==> config.mk <==
export PLATFORM = sky130hd
export DESIGN_NAME = transpose_buffer
export DESIGN_NICKNAME = d
export VERILOG_FILES = /design/src/rtl/transpose_buffer.sv
export SDC_FILE = /design/constraint.sdc
export NUM_CORES = 2
export LEC_CHECK = 0
export CAP_MARGIN = 0
export CORE_MARGIN = 5
export CORE_UTILIZATION = 55
export CTS_CLUSTER_SIZE = 24
export DETAILED_ROUTE_END_ITERATION = 8
export HOLD_SLACK_MARGIN = 0.15
export PLACE_DENSITY = 0.78
export SYNTH_ARGS = -nofsm -noshare
export SYNTH_HDL_FRONTEND = slang
export SYNTH_SLANG_ARGS = --single-unit
==> constraint.sdc <==
create_clock -name i_clk -period 19.5 [get_ports i_clk]
set_input_delay 5.85 -clock i_clk [delete_from_list [all_inputs] [get_ports i_clk]]
set_output_delay 5.85 -clock i_clk [all_outputs]
set_load 0.02 [all_outputs]
==> src/rtl/transpose_buffer.sv <==
// Ping-pong 8x8 transpose buffer: rows of 12-bit signed coefficients go in,
// columns come out, one bank filling while the other is read.
module transpose_buffer (
    input  logic               i_clk,
    input  logic               i_rst,
    input  logic               i_valid,
    input  logic signed [11:0] i_data0,
    input  logic signed [11:0] i_data1,
    input  logic signed [11:0] i_data2,
    input  logic signed [11:0] i_data3,
    input  logic signed [11:0] i_data4,
    input  logic signed [11:0] i_data5,
    input  logic signed [11:0] i_data6,
    input  logic signed [11:0] i_data7,
    output logic               o_valid,
    output logic signed [11:0] o_data0,
    output logic signed [11:0] o_data1,
    output logic signed [11:0] o_data2,
    output logic signed [11:0] o_data3,
    output logic signed [11:0] o_data4,
    output logic signed [11:0] o_data5,
    output logic signed [11:0] o_data6,
    output logic signed [11:0] o_data7,
    output logic [2:0]         o_col,
    output logic               o_last
);

    typedef enum logic {IDLE, READ} state_t;

    state_t             state, state_next;
    logic signed [11:0] mem [2][8][8];
    logic signed [11:0] din [8];
    logic signed [11:0] dout [8];
    logic [2:0]         row, col;
    logic               wbank, rbank;
    logic [1:0]         full, full_next;
    logic               rd_active;
    logic               row_done, col_done;

    assign din[0] = i_data0;
    assign din[1] = i_data1;
    assign din[2] = i_data2;
    assign din[3] = i_data3;
    assign din[4] = i_data4;
    assign din[5] = i_data5;
    assign din[6] = i_data6;
    assign din[7] = i_data7;

    assign o_data0 = dout[0];
    assign o_data1 = dout[1];
    assign o_data2 = dout[2];
    assign o_data3 = dout[3];
    assign o_data4 = dout[4];
    assign o_data5 = dout[5];
    assign o_data6 = dout[6];
    assign o_data7 = dout[7];

    assign row_done = i_valid && (row == 3'd7);
    assign col_done = rd_active && (col == 3'd7);

    // NOTE: every signal written here gets a default first so no latch is inferred.
    always_comb begin
        rd_active  = 1'b0;
        state_next = state;
        full_next  = full;
        case (state)
            IDLE: begin
                // Column 0 is registered on the same edge that leaves IDLE.
                if (full[rbank]) begin
                    rd_active  = 1'b1;
                    state_next = READ;
                end
            end
            READ:    rd_active = 1'b1;
            default: state_next = IDLE;
        endcase
        if (col_done) begin
            state_next = full[~rbank] ? READ : IDLE;
        end
        // Set and clear always target different banks, so both may apply.
        if (row_done) begin
            full_next[wbank] = 1'b1;
        end
        if (col_done) begin
            full_next[rbank] = 1'b0;
        end
    end

    // NOTE: bank storage has no reset; the full flags alone say what is valid.
    always_ff @(posedge i_clk) begin
        if (!i_rst && i_valid) begin
            for (int k = 0; k < 8; k++) begin
                mem[wbank][row][k] <= din[k];
            end
        end
    end

    // NOTE: sequential state uses non-blocking assignments only.
    always_ff @(posedge i_clk) begin
        if (i_rst) begin
            state   <= IDLE;
            row     <= 3'd0;
            col     <= 3'd0;
            wbank   <= 1'b0;
            rbank   <= 1'b0;
            full    <= 2'b00;
            o_valid <= 1'b0;
            o_last  <= 1'b0;
            o_col   <= 3'd0;
            for (int k = 0; k < 8; k++) begin
                dout[k] <= 12'sd0;
            end
        end else begin
            state <= state_next;
            full  <= full_next;
            if (i_valid) begin
                row <= row + 3'd1;
                if (row == 3'd7) begin
                    wbank <= ~wbank;
                end
            end
            if (rd_active) begin
                o_valid <= 1'b1;
                o_col   <= col;
                o_last  <= (col == 3'd7);
                for (int k = 0; k < 8; k++) begin
                    dout[k] <= mem[rbank][k][col];
                end
                col <= col + 3'd1;
                if (col == 3'd7) begin
                    rbank <= ~rbank;
                end
            end else begin
                o_valid <= 1'b0;
                o_last  <= 1'b0;
            end
        end
    end

endmodule

-- After elaboration in Yosys (flattened, before gate mapping)
Memory sizes are Yosys's and may differ from the RTL's. A register that Yosys moved wholly into a read port is not among the register bits.
Cells that the tools add are included.
- logic and storage cells: 10881
- memories: 2
- bits in writable memories: 1632
- flip-flop bits (word level): 16
- muxes and demuxes: 5455
- equal/unequal tests: 2
- reduce and logical (&&, ||, !) cells: 10
- order comparisons: 8
- $add $sub $neg: 2
- bitwise logic cells: 5393
- memories (name ; depth ; bits a word ; read ports ; clocked after memory_dff ; write ports ; RTL line ; text):
    mem ; 2 ; 768 ; 1 ; 1 ; 1 ; 31 ; logic signed [11:0] mem [2][8][8];
    dout ; 8 ; 12 ; 8 ; 0 ; 8 ; 33 ; logic signed [11:0] dout [8];
- operators by type and width (cell ; count):
    768-bit two-way mux ; 8
    1-bit two-way mux ; 5394
    1-bit OR ; 5384
    96-bit demux with 3-bit select ; 8
    12-bit two-way mux ; 25
    12-bit binary-select mux with 3-bit select ; 8
    96-bit two-way mux ; 1
    84-bit two-way mux ; 1
    72-bit two-way mux ; 1
    60-bit two-way mux ; 1
    48-bit two-way mux ; 1
    36-bit two-way mux ; 1
    24-bit two-way mux ; 1
    4-bit greater-or-equal comparator (second input constant) ; 2
    3-bit inverter with 4-bit output ; 2
    3-bit by 1-bit adder with 3-bit output (second input constant) ; 2
    3-bit equality test (second input constant) ; 2
    1-bit logical AND ; 6
    1-bit by 2-bit less-than comparator with 1-bit output (second input constant) ; 3
    4-bit by 1-bit less-than comparator with 1-bit output (second input constant) ; 1
    2-bit two-way mux ; 2
    1-bit inverter ; 4
    2-bit AND reduction ; 2
    2-bit bitwise AND ; 1
    other kinds (7) ; 9

-- Longest topological paths before layout
- word-level depth: 13
- mapped depth: 8

-- Worst setup path before layout
Ideal clock, no wire load.
- path type: input to register
- from: input i_rst
- to: memory mem[0][576] (netlist name) (enable)
- path slack: 5.753 ns
- setup time: 0.668 ns
- path buffers: 1
- cell stages on the path: 3
- data arrival time: 13.079 ns
- path through: buf_2 -> or3b_4 -> nor3_1
- cells in the longest elaborated chain, start to end: 11
- elaborated cells between the ends (all ways): 18
- classes of those cells: 9 x mux; 7 x bitwise; 2 x reduce/logical
- ends and longest elaborated chain (item ; RTL line ; text):
    start: declaration ; 5 ; input logic i_rst,
    1-bit zero test * ; 91 ; if (!i_rst && i_valid) begin
    1-bit logical AND * ; 91 ;
    1-bit two-way mux * ; 91 ;
    768-bit two-way mux (implied by the code) ; 93 ; mem[wbank][row][k] <= din[k];
    1-bit OR (no source line) (6 in a row) ; n/a ;
    1-bit OR (no source line) * ; n/a ;
    end: declaration ; 31 ;
Every way passes the cells marked *; elsewhere a longest branch is shown, timed or not.

-- Final worst setup path
- from: input i_valid
- to: memory mem[0][106] (netlist name) (enable)
- cells in the longest elaborated chain, start to end: 10
- elaborated cells between the ends (all ways): 17
- classes of those cells: 9 x mux; 7 x bitwise; 1 x reduce/logical
- ends and longest elaborated chain (item ; RTL line ; text):
    start: declaration ; 6 ; input logic i_valid,
    1-bit logical AND * ; 91 ;
    1-bit two-way mux * ; 91 ;
    768-bit two-way mux (implied by the code) ; 93 ;
    1-bit OR (no source line) (6 in a row) ; n/a ;
    1-bit OR (no source line) * ; n/a ;
Marks and branches as above.

==> metrics.csv <==
stage,metric,value,unit
worst_setup_path,crit_path_start_kind,input pin,
grt,antenna_found_initial,23,
synth,synth-async-reset-ratio,0,
grt,grt_pass1_vias,38591,
sta,worstMarginPinSlew,1.35,ns
synth,synthCells,3961,
route,vias,38607,
worst_setup_path,crit_required,19.90,ns
synth,synth_cell_types,42,
run_status,outcome,"finished, final reports clean",
synth,yosysWarnings,0,
synth,synth_xor_area_frac,0.000505,
placement,io_buffers,199,
worst_setup_path,crit_fanout,74,
floorplanning,die_h,365,um
cells_and_area,multiInputGateArea,0.0180,sq mm
synth,synth-seq-area-share,0.712,
synth,synth-simple-area-share,0.0232,
sta,drv_slew,0,
clocking,cts-buffers-inserted,162,
power_and_ir_drop,p_leak,0.0265,uW
floorplanning,io_pins,200,
route,via_per_inst,6.69,
worst_setup_path,setup.worst_path.class,input pin to flip-flop,
clocking,cts_tree,built,
grt,grt_max_degree,124,
synth,synth_top_area_frac,0.707,
sta,min_period_over_period,0.499,
route,drc_errors,0,
cells_and_area,fill_cells,8659,
grt,overflow,0,
route,drtPass1Iterations,6,
clocking,clock_path_buffers,3,
cells_and_area,final_cell_mix,"edfxtp_1 (1632), a21o_1 (672), mux2i_1 (439)",
synth,syn-cell-area,0.0693,sq mm
clocking,cts_sinks,1649,
worst_setup_path,worstPathArrival,10.14,ns
sta,tns,0,ns
synth,synth_top_family_by_area,multiplexers,
clocking,clk_latency,0.79,ns
floorplanning,die-area,0.133,sq mm
route,drt_iter0_drc,6072,
floorplanning,die_w,365,um
power_and_ir_drop,power_density,93.4,mW/mm^2
hold_path,hp-class,flip-flop to flip-flop,
sta,skew,0.0233,ns
route,wl_per_cell,32.2,um
sta,relSlewSlack,0.0876,
synth,synthAdderAreaFrac,0.000722,
placement,hpwl,107000,um
synth,ys_ff_latch,1649,
placement,place_congestion,0.784,
clocking,htreeDepth,4,
synth,synth.avg_cell_area,17.5,sq um
floorplanning,start_util,0.553,
synth,synth_area_leader_cell,edfxtp_1,
clocking,root_buffer,clkbuf_16,
grt,grt.total_usage,0.280,
cells_and_area,postLayoutCoreUtil,0.614,
grt,grt_pass1_wl,267000,um
cells_and_area,drive_gt1_frac,0.131,
power_and_ir_drop,power,7190,uW
cells_and_area,fin_nets,4089,
synth,muxShareOfSynthArea,0.129,
route,drt_wl_total,186000,um
synth,synth_ff_type,edfxtp_1,
floorplanning,rows,130,
synth,synth_compound_area_frac,0.104,
placement,pre_cts_slack,9.12,ns
clocking,post_cts_resized,0,
synth,syn_nets,4064,
sta,setup_viol,0,
sta,setup_ws,9.76,ns
clocking,cts_setup_buffers,0,
cells_and_area,layout_commonest_cell,edfxtp_1,
synth,synth_edf_count,1632,
route,drtAntennaViolNets,0,
job,maxCapViolations,0,
clocking,hold_buffers,0,
cells_and_area,area_growth,11.0,%
synth,synth_area_leaders,"edfxtp_1 (71%), a21o_1 (7.3%), mux4_2 (6.6%), mux2i_1 (6.3%), nor2b_1 (1.4%)",
sta,fmax,0.103,GHz
floorplanning,core_area,0.125,sq mm
sta,rsz0062_at_grt,no,
cells_and_area,regArea,0.0494,sq mm
sta,layout_min_cycle_time,9.74,ns
worst_setup_path,endpoint_kind,flip-flop,
sta,final_hold_viol_count,0,
power_and_ir_drop,ir_drop,0.000110,V
clocking,clkTransAtPathRegs,0.06,ns
routing by layer:
metal	up-vias	wire length (um)	share of wire	GRT usage
met5	-	82	0.00044	0
met4	14	7150	0.038	0.103
met3	373	24900	0.13	0.0683
met2	2608	87900	0.47	0.442
met1	19779	66000	0.35	0.385
li1	15833	-	-	-
final cells by class:
type | instances | share of cell area
multi-input combinational | 1884 | 0.234
inverter | 1 | 0.0000488
antenna | 6 | 0.000195
clock inverter | 89 | 0.00761
timing repair buffer | 288 | 0.0348
sequential | 1649 | 0.641
clock buffer | 204 | 0.0555
tap | 1650 | 0.0268
state kept, by name, summed over array words and instances, names as in the netlist, named ones only:
name and flops:
o_valid 1, full 2, o_last 1, state 1, col 3, row 3
wbank 1, dout 96, mem 1536, rbank 1, o_col 3
Yosys cell counts, types with 2 or more instances:
| master | count |
|---|---|
| nor3_1 | 6 |
| buf_4 | 61 |
| a22oi_1 | 122 |
| buf_1 | 89 |
| nor2_1 | 25 |
| nor4_4 | 2 |
| mux4_2 | 203 |
| ha_1 | 4 |
| clkbuf_1 | 165 |
| nor4b_4 | 2 |
| nor2_4 | 2 |
| a21o_1 | 672 |
| dfxtp_1 | 17 |
| nor2_2 | 3 |
| a221o_1 | 59 |
| xnor2_1 | 2 |
| a21oi_1 | 3 |
| clkbuf_4 | 2 |
| buf_2 | 89 |
| nor2b_1 | 152 |
| nand2_1 | 41 |
| nand3_1 | 24 |
| mux2i_1 | 439 |
| and2_1 | 9 |
| xor2_1 | 2 |
| buf_6 | 21 |
| o21ai_0 | 28 |
| edfxtp_1 | 1632 |
| o22ai_1 | 72 |
path summary, 6_finish.rpt:
kind,start,end,slack [ns],cells after the start
max,i_valid,mem[0][106],9.76,7
min,o_col[2],o_col[2],0.46,2
max reg2reg,flip-flop,dout[1][6],14.81,6
min reg2reg,o_col[2],o_col[2],0.46,2
stage by stage:
step	hold WS [ns]	instance area, sq um	std cells
after floorplan	0.478	69300	3961
after global placement	0.447	72100	5472
after detailed placement	0.449	72100	5472
after CTS	0.460	77000	5765
after global routing	0.483	77000	5767
final	0.462	77000	5771
logic make-up after synthesis:
kind of cell / count (synthesis)
adders and majority gates: 4
muxes: 643
and+or+nand+nor: 273
xor gates and xnor gates: 4
DFF: 1649
buffers and inverters: 428
AOI/OAI and AO/OA: 960
report_power, final:
| part | switching (uW) | internal (uW) | leakage [uW] |
|---|---|---|---|
| sequential | 15.3 | 3940 | 0.0150 |
| combinational | 216 | 106 | 0.00918 |
| clock | 1300 | 1610 | 0.00237 |
critical path: stages:
cell and delay, ns:
clkdlybuf4s50_1 0.80, nand2_2 0.30, nor4b_4 0.30, buf_4 0.35, buf_4 0.67, nor2b_4 0.74
buf_4 0.86
Power figures use the tool's default switching activity.
